### src/rtl/seg7_scan_ctrl.sv
// seg7_scan_ctrl
//   Multiplexed 7-segment display scanner. It has a free-running slot and digit
//   scan, and a shadow buffer that moves to the active set only at the top of
//   each frame. Each slot begins with an anti-ghosting guard, and there are
//   per-digit blank, blink and decimal-point masks. A mode input overrides the
//   display with PASS, lockout dashes, or an off state.
//
// Ports
//   CLK          : only clock, rising edge
//   RST_N        : synchronous active-low reset
//   load         : one-cycle strobe, captures data and masks into the shadow buffer
//   data         : 4*DIGITS digit codes, nibble i drives digit i
//   blank_mask   : per-digit blank enable
//   blink_mask   : per-digit blink enable
//   dp_mask      : per-digit decimal point
//   mode         : 00 normal, 01 PASS, 10 lockout, 11 off (unbuffered)
//   ready        : high when no shadow transfer is pending
//   frame_start  : one-cycle pulse at the start of digit 0's slot
//   seg          : active-high segments, bit7 = decimal point (registered)
//   cs           : active-low digit selects (registered)
module seg7_scan_ctrl #(
  parameter int DIGITS    = 4,
  parameter int SCAN_DIV  = 50000,
  parameter int GUARD     = 16,
  parameter int BLINK_DIV = 125
) (
  input  logic                  CLK,
  input  logic                  RST_N,
  input  logic                  load,
  input  logic [4*DIGITS-1:0]   data,
  input  logic [DIGITS-1:0]     blank_mask,
  input  logic [DIGITS-1:0]     blink_mask,
  input  logic [DIGITS-1:0]     dp_mask,
  input  logic [1:0]            mode,
  output logic                  ready,
  output logic                  frame_start,
  output logic [7:0]            seg,
  output logic [DIGITS-1:0]     cs
);

  localparam int SW = (SCAN_DIV > 1) ? $clog2(SCAN_DIV) : 1;
  localparam int DW = (DIGITS > 1) ? $clog2(DIGITS) : 1;
  localparam int BW = (BLINK_DIV > 1) ? $clog2(BLINK_DIV) : 1;

  localparam logic [1:0] MODE_NORM = 2'b00;
  localparam logic [1:0] MODE_PASS = 2'b01;
  localparam logic [1:0] MODE_LOCK = 2'b10;

  logic [SW-1:0]        r_slot;
  logic [DW-1:0]        r_digit;
  logic [BW-1:0]        r_bcnt;
  logic                 r_phase;
  logic                 r_pending;
  logic [4*DIGITS-1:0]  r_shd_data;
  logic [DIGITS-1:0]    r_shd_blank;
  logic [DIGITS-1:0]    r_shd_blink;
  logic [DIGITS-1:0]    r_shd_dp;
  logic [4*DIGITS-1:0]  r_act_data;
  logic [DIGITS-1:0]    r_act_blank;
  logic [DIGITS-1:0]    r_act_blink;
  logic [DIGITS-1:0]    r_act_dp;
  logic [7:0]           r_seg;
  logic [DIGITS-1:0]    r_cs;

  logic                 w_slot_last;
  logic                 w_digit_last;
  logic                 w_frame_top;
  logic                 w_frame_end;
  logic [3:0]           w_code;
  logic [7:0]           w_seg_nxt;
  logic [DIGITS-1:0]    w_cs_nxt;

  function automatic logic [6:0] f_decode(input logic [3:0] code);
    case (code)
      4'h0: f_decode = 7'h3F;
      4'h1: f_decode = 7'h06;
      4'h2: f_decode = 7'h5B;
      4'h3: f_decode = 7'h4F;
      4'h4: f_decode = 7'h66;
      4'h5: f_decode = 7'h6D;
      4'h6: f_decode = 7'h7D;
      4'h7: f_decode = 7'h07;
      4'h8: f_decode = 7'h7F;
      4'h9: f_decode = 7'h6F;
      4'hA: f_decode = 7'h73;  // P
      4'hB: f_decode = 7'h77;  // A
      4'hC: f_decode = 7'h6D;  // S
      4'hD: f_decode = 7'h40;  // dash
      default: f_decode = 7'h00;
    endcase
  endfunction

  assign w_slot_last  = (r_slot == SW'(SCAN_DIV - 1));
  assign w_digit_last = (r_digit == DW'(DIGITS - 1));
  assign w_frame_top  = (r_slot == '0) && (r_digit == '0);
  assign w_frame_end  = w_slot_last && w_digit_last;
  assign w_code       = r_act_data[4*r_digit +: 4];

  // Counters sit at zero throughout reset, so the first cycle with RST_N high
  // is already the top of frame 0.
  assign frame_start  = RST_N & w_frame_top;
  assign ready        = ~r_pending;
  assign seg          = r_seg;
  assign cs           = r_cs;

  always_comb begin
    w_seg_nxt = 8'h00;
    w_cs_nxt  = '1;
    if ((r_slot >= SW'(GUARD)) && (mode != 2'b11)) begin
      w_cs_nxt = ~(DIGITS'(1) << r_digit);
      case (mode)
        MODE_NORM: begin
          if (!r_act_blank[r_digit] && !(r_act_blink[r_digit] && r_phase))
            w_seg_nxt = {r_act_dp[r_digit], f_decode(w_code)};
        end
        MODE_PASS: begin
          // PASS reads left to right across the top four digits
          if (r_digit == DW'(DIGITS - 1))
            w_seg_nxt = 8'h73;
          else if (r_digit == DW'(DIGITS - 2))
            w_seg_nxt = 8'h77;
          else if ((r_digit == DW'(DIGITS - 3)) || (r_digit == DW'(DIGITS - 4)))
            w_seg_nxt = 8'h6D;
        end
        MODE_LOCK: w_seg_nxt = 8'h40;
        default:   w_seg_nxt = 8'h00;
      endcase
    end
  end

  always_ff @(posedge CLK) begin
    if (!RST_N) begin
      r_slot      <= '0;
      r_digit     <= '0;
      r_bcnt      <= '0;
      r_phase     <= 1'b0;
      r_pending   <= 1'b0;
      r_shd_data  <= '0;
      r_shd_blank <= '1;
      r_shd_blink <= '0;
      r_shd_dp    <= '0;
      r_act_data  <= '0;
      r_act_blank <= '1;
      r_act_blink <= '0;
      r_act_dp    <= '0;
      r_seg       <= 8'h00;
      r_cs        <= '1;
    end else begin
      if (w_slot_last) begin
        r_slot  <= '0;
        r_digit <= w_digit_last ? '0 : r_digit + 1'b1;
      end else begin
        r_slot  <= r_slot + 1'b1;
      end

      // The phase flips as a frame closes. Frames 0..BLINK_DIV-1 therefore
      // show phase 0, and the next BLINK_DIV frames show phase 1.
      if (w_frame_end) begin
        if (r_bcnt == BW'(BLINK_DIV - 1)) begin
          r_bcnt  <= '0;
          r_phase <= ~r_phase;
        end else begin
          r_bcnt  <= r_bcnt + 1'b1;
        end
      end

      // The old shadow transfers before a coincident load overwrites it.
      if (w_frame_top) begin
        r_act_data  <= r_shd_data;
        r_act_blank <= r_shd_blank;
        r_act_blink <= r_shd_blink;
        r_act_dp    <= r_shd_dp;
      end

      if (load) begin
        r_shd_data  <= data;
        r_shd_blank <= blank_mask;
        r_shd_blink <= blink_mask;
        r_shd_dp    <= dp_mask;
        r_pending   <= 1'b1;
      end else if (w_frame_top) begin
        r_pending   <= 1'b0;
      end

      r_seg <= w_seg_nxt;
      r_cs  <= w_cs_nxt;
    end
  end

endmodule

### config.mk
export PLATFORM = sky130hd
export DESIGN_NAME = seg7_scan_ctrl
export DESIGN_NICKNAME = d
export VERILOG_FILES = /design/src/rtl/seg7_scan_ctrl.sv
export SDC_FILE = /design/constraint.sdc
export NUM_CORES = 1
export LEC_CHECK = 0
export ABC_AREA = 1
export CORE_UTILIZATION = 50
export DETAILED_ROUTE_END_ITERATION = 10
export DONT_BUFFER_PORTS = 1
export PLACE_DENSITY = 0.65
export SLEW_MARGIN = 15
export SYNTH_ARGS = -nofsm -noshare
export SYNTH_HDL_FRONTEND = slang
export SYNTH_SLANG_ARGS = --single-unit
### constraint.sdc
create_clock -name CLK -period 3 [get_ports CLK]
set_clock_uncertainty 0.1 [all_clocks]
set_input_delay 0.3 -clock CLK [delete_from_list [all_inputs] [get_ports CLK]]
set_output_delay 0.3 -clock CLK [all_outputs]
set_load 0.005 [all_outputs]
Word-level counts from Yosys, hierarchy flattened
Memories as Yosys holds them, arrays and structs flattened.
Cells that the tools add are included.
- logic and storage cells: 66
- memories kept: 1
- input bits: 33
- bits in registers: 95
- output and inout bits: 14
- ROM bits: 112
- memory list (memory ; depth ; width ; rd ports ; clocked after Yosys merged registers in ; write ports ; RTL line ; RTL):
    (no name shown) ; 16 ; 7 ; 1 ; 0 ; 0 ; 74 ; case (code)
- $lt $le $gt $ge: 2
- bitwise operators: 5
- add/sub/neg operators: 3
- multiplexer cells: 15
- shifts and indexed selects: 2
- equal/unequal tests: 8
- reduce and logical (&&, ||, !) cells: 15
- operator list (kind ; count):
    two-way mux 7 bit ; 4
    one-hot mux 8 bit (3 select lines) ; 1
    adder 16 x 1 -> 16 bit (second input constant) ; 1
    equality test 16 bit (second input constant) ; 1
    >= comparator 16 x 5 -> 1 bit (second input constant) ; 1
    logical NOT 16 bit ; 1
    indexed part select 16 x 5 -> 4 bit ; 1
    two-way mux 8 bit ; 1
    adder 7 x 1 -> 7 bit (second input constant) ; 1
    equality test 7 bit (second input constant) ; 1
    binary-select mux 1 bit (select 2 bit) ; 3
    equality test 2 bit (second input constant) ; 3
    logical AND 1 bit ; 5
    two-way mux 1 bit ; 5
    equality test 2 x 1 -> 1 bit (second input constant) ; 2
    logical NOT 2 bit ; 2
    NOT 4 bit ; 1
    AND reduction 2 bit ; 2
    left shift 1 x 2 -> 4 bit (first input constant) ; 1
    < comparator 2 x 3 -> 1 bit (second input constant) ; 1
    NOT 1 bit ; 3
    adder 2 x 1 -> 2 bit (second input constant) ; 1
    logical NOT 1 bit ; 2
    two-way mux 2 bit ; 1
    5 further kinds ; 5

Logic depth before layout (Yosys ltp)
- depth in word-level cells: 7
- depth in mapped cells: 13
- gate-level depth less buffers: 12

Worst setup path before layout
Ideal clock, no wire load.
- path type: register to output
- from: register r_digit[0]
- to: output port frame_start
- required time: 2.600 ns
- arrival: 1.533 ns
- cell stages (with the launch flop): 10
- path buffers: 4
- slack: 1.067 ns
- cell sequence: dfxtp_1 buf_4 inv_2 buf_4 ha_1 and3_1 nand2_2 buf_6 buf_6 nor2_1
- longest elaborated chain between the ends: 3
- ends and longest elaborated chain (item ; RTL line ; RTL):
    from (decl) ; 50 ; logic [DW-1:0] r_digit;
    from (signal assigned) ; 151 ; r_digit <= w_digit_last ? '0 : r_digit + 1'b1;
    logical NOT 2 bit ; 95 ; assign w_frame_top = (r_slot == '0) && (r_digit == '0);
    logical AND 1 bit ; 95 ;
    bitwise AND 1 bit ; 101 ; assign frame_start = RST_N & w_frame_top;
    to (decl) ; 36 ; output logic frame_start,
No other way between the ends.

Final worst setup path
Same ends and word-level chain as after synthesis.

==> summary.md <==
| Metric | Value |
|---|---|
| Vias in the first global route | `3419` |
| Post-synthesis to final-layout area growth | `12.8%` |
| Final-report hold violation count | `0` |
| Post-layout total power | `2.55 mW` |
| Initial standard-cell utilization of the core | `52.5%` |
| Clock tree root driver cell | `sky130_fd_sc_hd__clkbuf_8` |
| Number of enable-type register cells in the synthesized netlist | `0` |
| Io pins | `47` |
| First-pass detailed-route iteration total | `4` |
| Syn Std Cell Area | `4380 µm²` |
| Final antenna diode count | `0` |
| Half-perimeter wire length after placement | `6.12 mm` |
| Cell count after placement | `678` |
| Status | `finished clean` |
| Gate family responsible for the most delay along the worst path | `simple AND/OR/NAND/NOR gates` |
| Final setup violation count | `0` |
| Period minus WS final | `2.37 ns` |
| Largest net degree at the start of global routing | `49` |
| Average cell area after synthesis | `7.37 µm²` |
| Total Routed Length | `9.26 mm` |
| Cell Rows | `33` |
| RSZ-0062 raised after global routing | `no` |
| Share of layout cells above drive strength 1 | `9.69%` |
| Remaining DRCs | `0` |
| Area after detailed placement | `4410 µm²` |
| Most instantiated flip-flop cell in the synthesis netlist | `sky130_fd_sc_hd__dfxtp_1` |
| Cell accounting for the most synthesized area | `sky130_fd_sc_hd__dfxtp_1` |
| Initial antenna violation count | `0` |
| CTS sink count | `95` |
| Type of the worst setup path | `reg2out` |
| Length in cells of the worst reg-to-reg path | `7` |
| Power density over the cells | `516 nW/µm²` |
| Type of the tightest min-delay check | `in2reg` |
| Syn Inst Count | `594` |
| Period Utilization, post-route | `78.9%` |
| Data required time at the worst endpoint | `2.60 ns` |
| Pins Over Slew Limit | `0` |
| Arrival time reported for the critical path endpoint | `1.97 ns` |
| FFs w/ async S/R, synth | `0%` |
| Clock tree buffer depth | `2` |
| Final weighted congestion in routability-driven placement | `0.852` |
| Share of the synthesized area in the top cell type | `43.4%` |
| Number of flip-flops and latches in the synthesized netlist | `95` |
| Fin util | `59.2%` |
| All-Layer GR Usage | `22.2%` |
| First-pass GRT wire length | `15.8 mm` |
| Final net count | `664` |
| Path length in cells of the critical path | `5` |
| Drt first-iter violations | `218` |
| Top area cells in the synthesized netlist | `sky130_fd_sc_hd__dfxtp_1 43%, sky130_fd_sc_hd__nand2_1 9.4%, sky130_fd_sc_hd__nor2_1 7.3%` |
| Wire length per cell after detailed routing | `12.8 µm` |
| Fmax achieved | `422 MHz` |
| Total clock buffers created by CTS | `9` |
| Full die area | `9140 µm²` |
| Layout Cells excl Fill | `724` |
| Port Buf Inserts | `0` |
| Buf+Inv Stages, Crit Path | `1` |
| Die height | `95.6 µm` |
| Count of different cell masters after synthesis | `35` |
| Crit path capture type | `output port` |
| Cells traversed along the worst timing path | `inv_2 -> ha_1 -> and3_1 -> nand2_2 -> nor2_1` |
| Transition time at the pin with the least slew margin | `0.526 ns` |
| Sum of negative setup slack | `0 ns` |
| CTS tree | `yes` |
| Remaining max-slew budget at the tightest pin | `64.9%` |
| Skew-Pair Late Insertion Delay | `0.35 ns` |
| Maxcap violations | `0` |
| Number of vias per cell after detailed routing | `5.18` |
| Leakage power | `2.03 nW` |
| Number of levels in the clock H-tree | `3` |
| Register area share after synthesis | `43.4%` |
| Cell depth of the worst min-delay path | `2` |
| Vias post-DR | `3751` |
| Final Instance Area | `4940 µm²` |
| CP max FO | `15` |
| Type of origin of the critical path | `flop` |
| Yosys Warn Count | `0` |
| Cell with the largest stage delay on the worst path | `sky130_fd_sc_hd__dfxtp_1` |
| Largest incremental delay on the critical path | `0.56 ns` |
| Peak supply drop | `0.238 mV` |
| DRT antenna net count | `0` |
| Mapped Nets | `642` |
| Remaining global-route overflow | `0` |
| Chip width | `95.6 µm` |
| CTS clock-pin slew for the worst setup and hold paths | `0.09 ns` |
| Standard cell core area | `8340 µm²` |
[report_power, final]
part           switching [mW]  internal (mW)  total (mW)
sequential             0.0395           1.34        1.38
combinational           0.203          0.127       0.330
clock                   0.422          0.422       0.844
total                   0.664           1.89        2.55
[registers in the layout, summed over array words and instances, names as in the netlist, 7 cells and up]
signal,cells
seg,8
r_slot,16
r_shd_data,16
r_act_data,16
r_bcnt,7
[per-stage QoR]
stage / setup slack [ns] / hold slack (ns)
2_1_floorplan: 1.07 / 0.321
3_3_place_gp: 0.975 / 0.304
3_5_place_dp: 0.860 / 0.308
4_1_cts: 0.636 / 0.00170
5_1_grt: 0.491 / 0.00718
6_report: 0.632 / 0.0151
[final timing paths]
path	from	to	slack [ns]
worst max-delay path	r_digit[0]$_SDFFE_PN0N_	frame_start	0.63
worst min-delay path	load	r_shd_dp[2]$_SDFFE_PN0P_	0.02
worst max register to register	r_digit[0]$_SDFFE_PN0N_	r_act_blink[0]$_SDFFE_PN0P_	0.82
worst min register to register	r_act_blink[3]$_SDFFE_PN0P_	r_act_blink[3]$_SDFFE_PN0P_	0.36
[area by class of cell]
| cell class | instances | area [µm²] |
|---|---|---|
| Inverter | 65 | 245 |
| Fill cell | 795 | 3400 |
| Tap cell | 105 | 131 |
| Multi-Input combinational cell | 410 | 2100 |
| Clock buffer | 11 | 151 |
| Timing Repair Buffer | 35 | 365 |
| Clock inverter | 3 | 43.8 |
| Sequential cell | 95 | 1900 |
[cell usage in the layout, fill, tap and decap left out, drive strengths merged]
cell type | netlist | layout
nand3b | 1 | 1
dfxtp | 95 | 95
a21boi | 1 | 1
bufinv | 0 | 1
ha | 15 | 15
clkinv | 2 | 4
a31oi | 1 | 1
o21ai | 65 | 65
a211oi | 3 | 3
and3 | 1 | 1
a21oi | 54 | 54
xor2 | 3 | 3
nor3 | 8 | 8
clkbuf | 12 | 11
dlygate4sd3 | 0 | 31
o211ai | 5 | 5
nand3 | 35 | 35
buf | 12 | 4
nor3b | 1 | 1
xnor2 | 2 | 2
or2 | 6 | 6
nor2 | 90 | 90
nand4 | 5 | 5
nand2 | 114 | 114
inv | 63 | 63
[repair_timing]
action / CTS / global route
gates resized for setup: 0 / 0
hold endpoints to repair: 51 / 1
hold buffers: 31 / 1
setup buffers: 0 / 0
[synthesized netlist by cell type (5+ instances only)]
cell type / instances
sky130_fd_sc_hd__nand2_1: 110
sky130_fd_sc_hd__dfxtp_1: 95
sky130_fd_sc_hd__nor2_1: 85
sky130_fd_sc_hd__inv_1: 56
sky130_fd_sc_hd__o21ai_0: 39
sky130_fd_sc_hd__a21oi_1: 35
sky130_fd_sc_hd__nand3_1: 35
sky130_fd_sc_hd__o21ai_1: 26
sky130_fd_sc_hd__a21oi_2: 19
sky130_fd_sc_hd__ha_1: 15
sky130_fd_sc_hd__clkbuf_1: 12
sky130_fd_sc_hd__inv_2: 7
sky130_fd_sc_hd__nor3_1: 7
sky130_fd_sc_hd__buf_2: 6
sky130_fd_sc_hd__o211ai_1: 5
[cells by family after synthesis]
| group | share of synthesized area, % |
|---|---|
| compound gates | 16.9 |
| fa+ha+maj | 4.29 |
| flops | 43.4 |
| xor+xnor | 1.00 |
| simple gates | 25.8 |
| buf+inv | 8.60 |
[routing by layer]
metal | track usage, % | vias to the layer above | share of wire [%]
met3 | 4.55 | 9 | 4.1
met2 | 34.8 | 88 | 44
li1 | - | 1960 | -
met1 | 31.0 | 1694 | 51
met4 | 5.60 | 0 | 1.4
met5 | 0 | - | 0
(Power assumes the default switching activity.)
